## config.mk

```make
export PLATFORM = sky130hd
export DESIGN_NAME = apb_master_lsu_flat
export DESIGN_NICKNAME = d
export VERILOG_FILES = /design/src/rtl/apb_master_lsu_pkg.sv /design/src/rtl/apb_master_lsu_if.sv /design/src/rtl/apb_master_lsu_lane_align.sv /design/src/rtl/apb_master_lsu.sv /design/src/flat_wrapper.sv
export SDC_FILE = /design/constraint.sdc
export NUM_CORES = 1
export LEC_CHECK = 0
export BUFFER_PORTS_ARGS = -buffer_cell sky130_fd_sc_hd__buf_2
export CORE_MARGIN = 5
export CORE_UTILIZATION = 40
export DETAILED_ROUTE_END_ITERATION = 8
export PLACE_DENSITY = 0.79
export SETUP_SLACK_MARGIN = 0.1
export SYNTH_ARGS = -nofsm -noshare
export SYNTH_HDL_FRONTEND = slang
export SYNTH_HIERARCHICAL = 1
export SYNTH_SLANG_ARGS = --single-unit
```

## constraint.sdc

```tcl
create_clock -name clk -period 2.2 [get_ports clk]
set_input_delay 0 -clock clk [delete_from_list [all_inputs] [get_ports clk]]
set_output_delay 0 -clock clk [all_outputs]
set_load 0.02 [all_outputs]
```

## src/rtl/apb_master_lsu_pkg.sv

```systemverilog
// ------------------------------------------------------------------------
// lsu_pkg : shared state, funct3 and address-map constants for the APB LSU
// rev 1.0
// ------------------------------------------------------------------------
`default_nettype none

package lsu_pkg;

   typedef enum logic [1:0] {
      ST_IDLE   = 2'd0,
      ST_SETUP  = 2'd1,
      ST_ACCESS = 2'd2,
      ST_FAULT  = 2'd3
   } lsu_state_t;

   localparam logic [2:0] F3_LB  = 3'b000;
   localparam logic [2:0] F3_LH  = 3'b001;
   localparam logic [2:0] F3_LW  = 3'b010;
   localparam logic [2:0] F3_LBU = 3'b100;
   localparam logic [2:0] F3_LHU = 3'b101;
   localparam logic [2:0] F3_SB  = 3'b000;
   localparam logic [2:0] F3_SH  = 3'b001;
   localparam logic [2:0] F3_SW  = 3'b010;

   localparam int          NUM_MAP  = 4;
   localparam logic [31:0] SLV_MASK = 32'hFFFF_F000;
   localparam logic [NUM_MAP-1:0][31:0] SLV_BASE = {
      32'h1000_3000,   // UART
      32'h1000_2000,   // GPI
      32'h1000_1000,   // GPO
      32'h1000_0000    // RAM
   };

   // Size/alignment legality of an access; funct3[1:0] encodes the size.
   function automatic logic access_legal(input logic [2:0] f3, input logic [1:0] off);
      if (f3 == 3'b011 || f3 == 3'b110 || f3 == 3'b111)
         return 1'b0;
      case (f3[1:0])
         2'b01:   return ~off[0];
         2'b10:   return (off == 2'b00);
         default: return 1'b1;
      endcase
   endfunction

endpackage

`default_nettype wire

```

## src/rtl/apb_master_lsu_if.sv

```systemverilog
// ------------------------------------------------------------------------
// apb_master_lsu_if : CPU load/store port plus APB master bus, rev 1.0
// ------------------------------------------------------------------------
`default_nettype none

interface apb_master_lsu_if #(
   parameter int ADDR_W = 32,
   parameter int NSLV   = 4
);
   logic                     req;
   logic                     we;
   logic [2:0]               funct3;
   logic [ADDR_W-1:0]        addr;
   logic [31:0]              wdata;
   logic [31:0]              rdata;
   logic                     ready;
   logic                     err;

   logic [ADDR_W-1:0]        paddr;
   logic [31:0]              pwdata;
   logic [3:0]               pstrb;
   logic                     pwrite;
   logic                     penable;
   logic [NSLV-1:0]          psel;
   logic [NSLV-1:0][31:0]    prdata;
   logic [NSLV-1:0]          pready;

   modport master (
      input  req, we, funct3, addr, wdata, prdata, pready,
      output rdata, ready, err, paddr, pwdata, pstrb, pwrite, penable, psel
   );

   modport slave (
      output req, we, funct3, addr, wdata, prdata, pready,
      input  rdata, ready, err, paddr, pwdata, pstrb, pwrite, penable, psel
   );

endinterface

`default_nettype wire

```

## src/rtl/apb_master_lsu_lane_align.sv

```systemverilog
// ------------------------------------------------------------------------
// lsu_lane_align : byte-lane strobes/replication for stores, load extract
// rev 1.0
// ------------------------------------------------------------------------
`default_nettype none

module lsu_lane_align (
   input  logic        we,
   input  logic [2:0]  funct3,
   input  logic [1:0]  offset,
   input  logic [31:0] wdata,
   input  logic [31:0] prdata,
   output logic [3:0]  pstrb,
   output logic [31:0] pwdata,
   output logic [31:0] rdata
);

   logic [15:0] shifted;

   always_comb begin
      shifted = 16'(prdata >> {offset, 3'b000});
      pstrb   = 4'b0000;
      pwdata  = wdata;
      rdata   = prdata;
      case (funct3[1:0])
         2'b00: begin
            pstrb  = 4'b0001 << offset;
            pwdata = {4{wdata[7:0]}};
            rdata  = funct3[2] ? {24'd0, shifted[7:0]} : {{24{shifted[7]}}, shifted[7:0]};
         end
         2'b01: begin
            pstrb  = 4'b0011 << offset;
            pwdata = {2{wdata[15:0]}};
            rdata  = funct3[2] ? {16'd0, shifted} : {{16{shifted[15]}}, shifted};
         end
         default: begin
            pstrb  = 4'b1111;
            pwdata = wdata;
            rdata  = prdata;
         end
      endcase
      if (!we)
         pstrb = 4'b0000;
   end

endmodule

`default_nettype wire

```

## src/rtl/apb_master_lsu.sv

```systemverilog
// ------------------------------------------------------------------------
// apb_master_lsu : RV32I load/store unit driving an NSLV-slave APB bus
// rev 1.0
// ------------------------------------------------------------------------
`default_nettype none

module apb_master_lsu
   import lsu_pkg::*;
#(
   parameter int ADDR_W = 32,
   parameter int NSLV   = 4
) (
   input  logic               clk,
   input  logic               reset,
   apb_master_lsu_if.master   bus
);

   lsu_state_t          state;
   lsu_state_t          state_nxt;

   logic                cap_we;
   logic [2:0]          cap_funct3;
   logic [ADDR_W-1:0]   cap_addr;
   logic [31:0]         cap_wdata;
   logic [NSLV-1:0]     cap_sel;

   logic [31:0]         addr32;
   logic [NSLV-1:0]     hit;
   logic                mapped;
   logic                legal;
   logic                active;
   logic                done;
   logic                sel_ready;
   logic [31:0]         sel_prdata;
   logic [31:0]         load_data;
   logic [31:0]         lane_wdata;
   logic [3:0]          lane_strb;

   assign addr32 = 32'(bus.addr);

   // Slaves beyond the fixed map never decode.
   for (genvar s = 0; s < NSLV; s++) begin : g_decode
      if (s < NUM_MAP) begin : g_mapped
         assign hit[s] = ((addr32 & SLV_MASK) == SLV_BASE[s]);
      end else begin : g_unmapped
         assign hit[s] = 1'b0;
      end
   end

   assign mapped = |hit;
   assign legal  = access_legal(bus.funct3, bus.addr[1:0]);

   always_comb begin
      sel_prdata = 32'd0;
      sel_ready  = 1'b0;
      for (int s = 0; s < NSLV; s++) begin
         if (cap_sel[s]) begin
            sel_prdata = sel_prdata | bus.prdata[s];
            sel_ready  = sel_ready  | bus.pready[s];
         end
      end
   end

   always_ff @(posedge clk or posedge reset) begin
      if (reset) begin
         state      <= ST_IDLE;
         cap_we     <= 1'b0;
         cap_funct3 <= 3'd0;
         cap_addr   <= '0;
         cap_wdata  <= 32'd0;
         cap_sel    <= '0;
      end else begin
         state <= state_nxt;
         if (state == ST_IDLE && bus.req) begin
            cap_we     <= bus.we;
            cap_funct3 <= bus.funct3;
            cap_addr   <= bus.addr;
            cap_wdata  <= bus.wdata;
            cap_sel    <= hit;
         end
      end
   end

   always_comb begin
      state_nxt = state;
      case (state)
         ST_IDLE:   if (bus.req) state_nxt = (mapped && legal) ? ST_SETUP : ST_FAULT;
         ST_SETUP:  state_nxt = ST_ACCESS;
         ST_ACCESS: if (sel_ready) state_nxt = ST_IDLE;
         ST_FAULT:  state_nxt = ST_IDLE;
         default:   state_nxt = ST_IDLE;
      endcase
   end

   lsu_lane_align u_lane (
      .we     (cap_we),
      .funct3 (cap_funct3),
      .offset (cap_addr[1:0]),
      .wdata  (cap_wdata),
      .prdata (sel_prdata),
      .pstrb  (lane_strb),
      .pwdata (lane_wdata),
      .rdata  (load_data)
   );

   assign active = (state == ST_SETUP) || (state == ST_ACCESS);
   assign done   = (state == ST_ACCESS) && sel_ready;

   // Bus outputs are idle-zero so a reset or fault never leaks a stale select.
   assign bus.psel    = active ? cap_sel : '0;
   assign bus.penable = (state == ST_ACCESS);
   assign bus.pwrite  = active & cap_we;
   assign bus.paddr   = active ? {cap_addr[ADDR_W-1:2], 2'b00} : '0;
   assign bus.pstrb   = active ? lane_strb : 4'b0000;
   assign bus.pwdata  = (active && cap_we) ? lane_wdata : 32'd0;
   assign bus.ready   = done || (state == ST_FAULT);
   assign bus.err     = (state == ST_FAULT);
   assign bus.rdata   = (done && !cap_we) ? load_data : 32'd0;

endmodule

`default_nettype wire

```

## src/flat_wrapper.sv

```systemverilog
// flat-port wrapper written by rule: the top's interface ports become plain ports
module apb_master_lsu_flat import lsu_pkg::*;
#(
   parameter int ADDR_W = 32,
   parameter int NSLV   = 4
)
  (clk, reset, bus_req, bus_we, bus_funct3, bus_addr, bus_wdata, bus_prdata, bus_pready, bus_rdata, bus_ready, bus_err, bus_paddr, bus_pwdata, bus_pstrb, bus_pwrite, bus_penable, bus_psel);
  apb_master_lsu_if #(.ADDR_W(ADDR_W), .NSLV(NSLV)) bus_i ();
  input  logic clk;
  input  logic reset;
  input wire logic [$bits(bus_i.req)-1:0] bus_req;
  input wire logic [$bits(bus_i.we)-1:0] bus_we;
  input wire logic [$bits(bus_i.funct3)-1:0] bus_funct3;
  input wire logic [$bits(bus_i.addr)-1:0] bus_addr;
  input wire logic [$bits(bus_i.wdata)-1:0] bus_wdata;
  input wire logic [$bits(bus_i.prdata)-1:0] bus_prdata;
  input wire logic [$bits(bus_i.pready)-1:0] bus_pready;
  output wire logic [$bits(bus_i.rdata)-1:0] bus_rdata;
  output wire logic [$bits(bus_i.ready)-1:0] bus_ready;
  output wire logic [$bits(bus_i.err)-1:0] bus_err;
  output wire logic [$bits(bus_i.paddr)-1:0] bus_paddr;
  output wire logic [$bits(bus_i.pwdata)-1:0] bus_pwdata;
  output wire logic [$bits(bus_i.pstrb)-1:0] bus_pstrb;
  output wire logic [$bits(bus_i.pwrite)-1:0] bus_pwrite;
  output wire logic [$bits(bus_i.penable)-1:0] bus_penable;
  output wire logic [$bits(bus_i.psel)-1:0] bus_psel;
  assign bus_i.req = bus_req;
  assign bus_i.we = bus_we;
  assign bus_i.funct3 = bus_funct3;
  assign bus_i.addr = bus_addr;
  assign bus_i.wdata = bus_wdata;
  assign bus_i.prdata = bus_prdata;
  assign bus_i.pready = bus_pready;
  assign bus_rdata = bus_i.rdata;
  assign bus_ready = bus_i.ready;
  assign bus_err = bus_i.err;
  assign bus_paddr = bus_i.paddr;
  assign bus_pwdata = bus_i.pwdata;
  assign bus_pstrb = bus_i.pstrb;
  assign bus_pwrite = bus_i.pwrite;
  assign bus_penable = bus_i.penable;
  assign bus_psel = bus_i.psel;
  apb_master_lsu #(.ADDR_W(ADDR_W), .NSLV(NSLV)) u_core (.clk(clk), .reset(reset), .bus(bus_i));
endmodule
```

==> impl_metrics.toml <==
[run_status]
status = "complete, but fails checks"
violations = "negative setup slack"

[layout]
seqCellArea_um2 = 1860
layout.cells.non_filler = 1180
antenna_cells = 0
layout-drive-gt1-share_pct = 49.5
nNetsFinal = 1206
multi_input_area_um2 = 3800
syn2layout_area_growth_pct = 56.2
fin_util_pct = 64.4
final_cell_mix = "294 x buf_2, 72 x and2_1, 69 x dlygate4sd3_1, 66 x dfrtp_1, 61 x nand2_1"
nFillCells = 1140
layout_commonest_cell = "buf_2"

[critical_path]
timing.rr.end = "u_core/cap_wdata[29]"
crit_start = "u_core/cap_sel[0]"
cp-start-kind = "register"
crit_type = "register to primary output"
reg2reg_slack_ps = 210
crit_path_end_kind = "primary output"
rr_worst_depth = 5
crit_required_ps = 2200
cp_max_fo = 8
reg2reg_from = "u_core/state[0]"
cp_data_arrival_time_ps = 2360

[global_route]
use_met2_pct = 50.6
grt_busiest_layer = "met2"
grt_remaining_overflow = 0
use_met1_pct = 29.2
antenna_found_initial = 0
grt_first_pass_wirelength_um = 35500
grt_usage_pct = 26.9
grt_max_degree = 48
grt_use_met3_pct = 5.24
grt_pass1_vias = 6616

[floorplanning]
coreArea_um2 = 14000
dieHeight_um = 130
io_pins = 311
chipWidth_um = 130
std_cell_rows = 43
die_area_um2 = 16900
floorplan.initialDensity_pct = 41.2

[timing]
fmax_mhz = 425
finalSetupViolCount = 22
finalCritPeriodShare_pct = 107
rsz0062_at_grt = "yes"
clock_skew_ps = 7.21
slew_viol_final = 0
hold_violations = 0
worst_slack_ps = -155
slew_headroom_pct = 53.7
period_needed_ps = 2360
setup_tns_ps = -2300
worst_pin_slew_ps = 684

[min_path]
min_from = "bus_req"
hold_path_class = "input port to register"
hold_path_end = "u_core/state[1]"
hold_depth = 4

[cts]
cts.sinks = 74
numCtsBuffers = 9
root_buffer = "clkbuf_16"
htreeDepth = 3
clock_path_buffers = 2
clock_latency_ps = 330
cts_tree = "built"
clk_pin_slew_ps = 50

[route]
ant_nets = 0
vias_per_cell = 5.46
routedWlPerCell_um = 20.5
vias = 6446
dr.first_iter.drc_count = 383
firstDrtPassIters = 5
route.detailed.drc = 0
wirelength_um = 24200

[synth]
synth-seq-cells = 74
ys_warn_count = 6
synth_top_family_by_area = "multiplexers"
synthCells = 617
synth_mux_area_share_pct = 20.9
synth_xor_area_share_pct = 0
synth_compound_area_share_pct = 18.4
synth-adder-area-share_pct = 1.74
synth-seq-area-share_pct = 32.1
synth-main-ff-cell = "dfrtp_1"
synth_edf_count = 0
syn_area_um2 = 5770
async_flop_share_pct = 100
synth_cell_types = 53
syn_avg_cell_area_um2 = 9.34
synthSimpleGateAreaFrac_pct = 19.6

[placed_design]
routabilityCongestion = 0.870
hpwlAfterDp_um = 16700
port_buffers = 308
dp_cells = 1072

[power_and_ir_drop]
power_mw = 10.1
power.leakage_nw = 4.48
vdd_ir_drop_max_mv = 0.935
powerDensity_nw_per_um2 = 1120

[flow_run]
cap_violations = 0
-- power by group --
group	total, mW	switching [mW]	internal, mW	leakage, nW
logic	6.06	3.49	2.56	3.47
registers	2.64	0.608	2.03	0.872
clock network	1.41	0.560	0.852	0.141
total	10.1	4.66	5.45	4.48
-- critical path, cell delays in order (launching register included) --
cell,delay [ps]
dfrtp_2,470
a22oi_2,210
nand2_2,90
mux4_2,590
nor2_4,260
o31ai_1,110
and2_1,170
buf_6,130
-- logic make-up after synthesis --
logic type      Yosys count
compound gates          139
buf+inv                  84
flops                    74
mux                     108
fa+ha+maj                 8
simple gates            203
other cells               1
-- flip-flops by register name (all words and copies together), names as in the netlist --
name and flops:
u_core/state 2, u_core/cap_funct3 3, u_core/cap_sel 4, u_core/cap_wdata 32, u_core/cap_we 1, u_core/cap_addr 32
-- synth_stat cells (10+ instances only) --
master | n | share of area [%]
and2_1 | 73 | 7.9
nand2_1 | 72 | 4.7
buf_4 | 16 | 2.1
mux2_2 | 41 | 8.0
a22oi_1 | 70 | 9.1
o21ai_0 | 19 | 1.6
mux2_1 | 48 | 9.4
mux2i_1 | 18 | 3.1
o31ai_1 | 10 | 1.3
dfrtp_1 | 74 | 32
clkbuf_1 | 28 | 1.8
buf_2 | 16 | 1.4
inv_1 | 16 | 1.0
and3_1 | 32 | 3.5
-- metrics by stage --
step	worst slack [ps]	hold WS, ps	cell area, um2
2_1_floorplan	156	135	5770
3_3_place_gp	106	45.3	7460
3_5_place_dp	32.1	55.5	7460
4_1_cts	-149	59.1	8760
5_1_grt	-233	80.6	9010
6_report	-155	68.6	9010
-- what timing repair did --
| action | in CTS | in global routing |
|---|---|---|
| hold buffers | 69 | 0 |
| pin swaps | 18 | 17 |
| setup buffers | 15 | 5 |
| endpoints found under the hold margin | 99 | 0 |
| setup endpoints to repair | 41 | 47 |
| cloned | 1 | 2 |
| gates resized for setup | 56 | 47 |
-- worst max path at each step --
stage               endpoint
2_1_floorplan  bus_rdata[30]
3_3_place_gp   bus_rdata[30]
3_5_place_dp   bus_rdata[25]
4_1_cts        bus_rdata[25]
5_1_grt        bus_rdata[17]
6_report       bus_rdata[31]
-- cell type report --
class                           instances  area share (%)
Clock buffer                           12            2.96
Clock inverter                          4           0.278
Inverter                               17           0.722
Multi-Input combinational cell        461            42.2
Sequential cell                        74            20.7
Tap cell                              180            2.50
Timing Repair Buffer                  432            30.7
-- per-layer routing --
| layer | up-vias | part of all wire, % | wire length (um) |
|---|---|---|---|
| li1 | 2979 | - | - |
| met3 | 78 | 7.6 | 1850 |
| met5 | - | 0 | 0 |
| met4 | 0 | 4.4 | 1070 |
| met2 | 317 | 53 | 12700 |
| met1 | 3072 | 35 | 8560 |
Power figures use the tool's default switching activity.
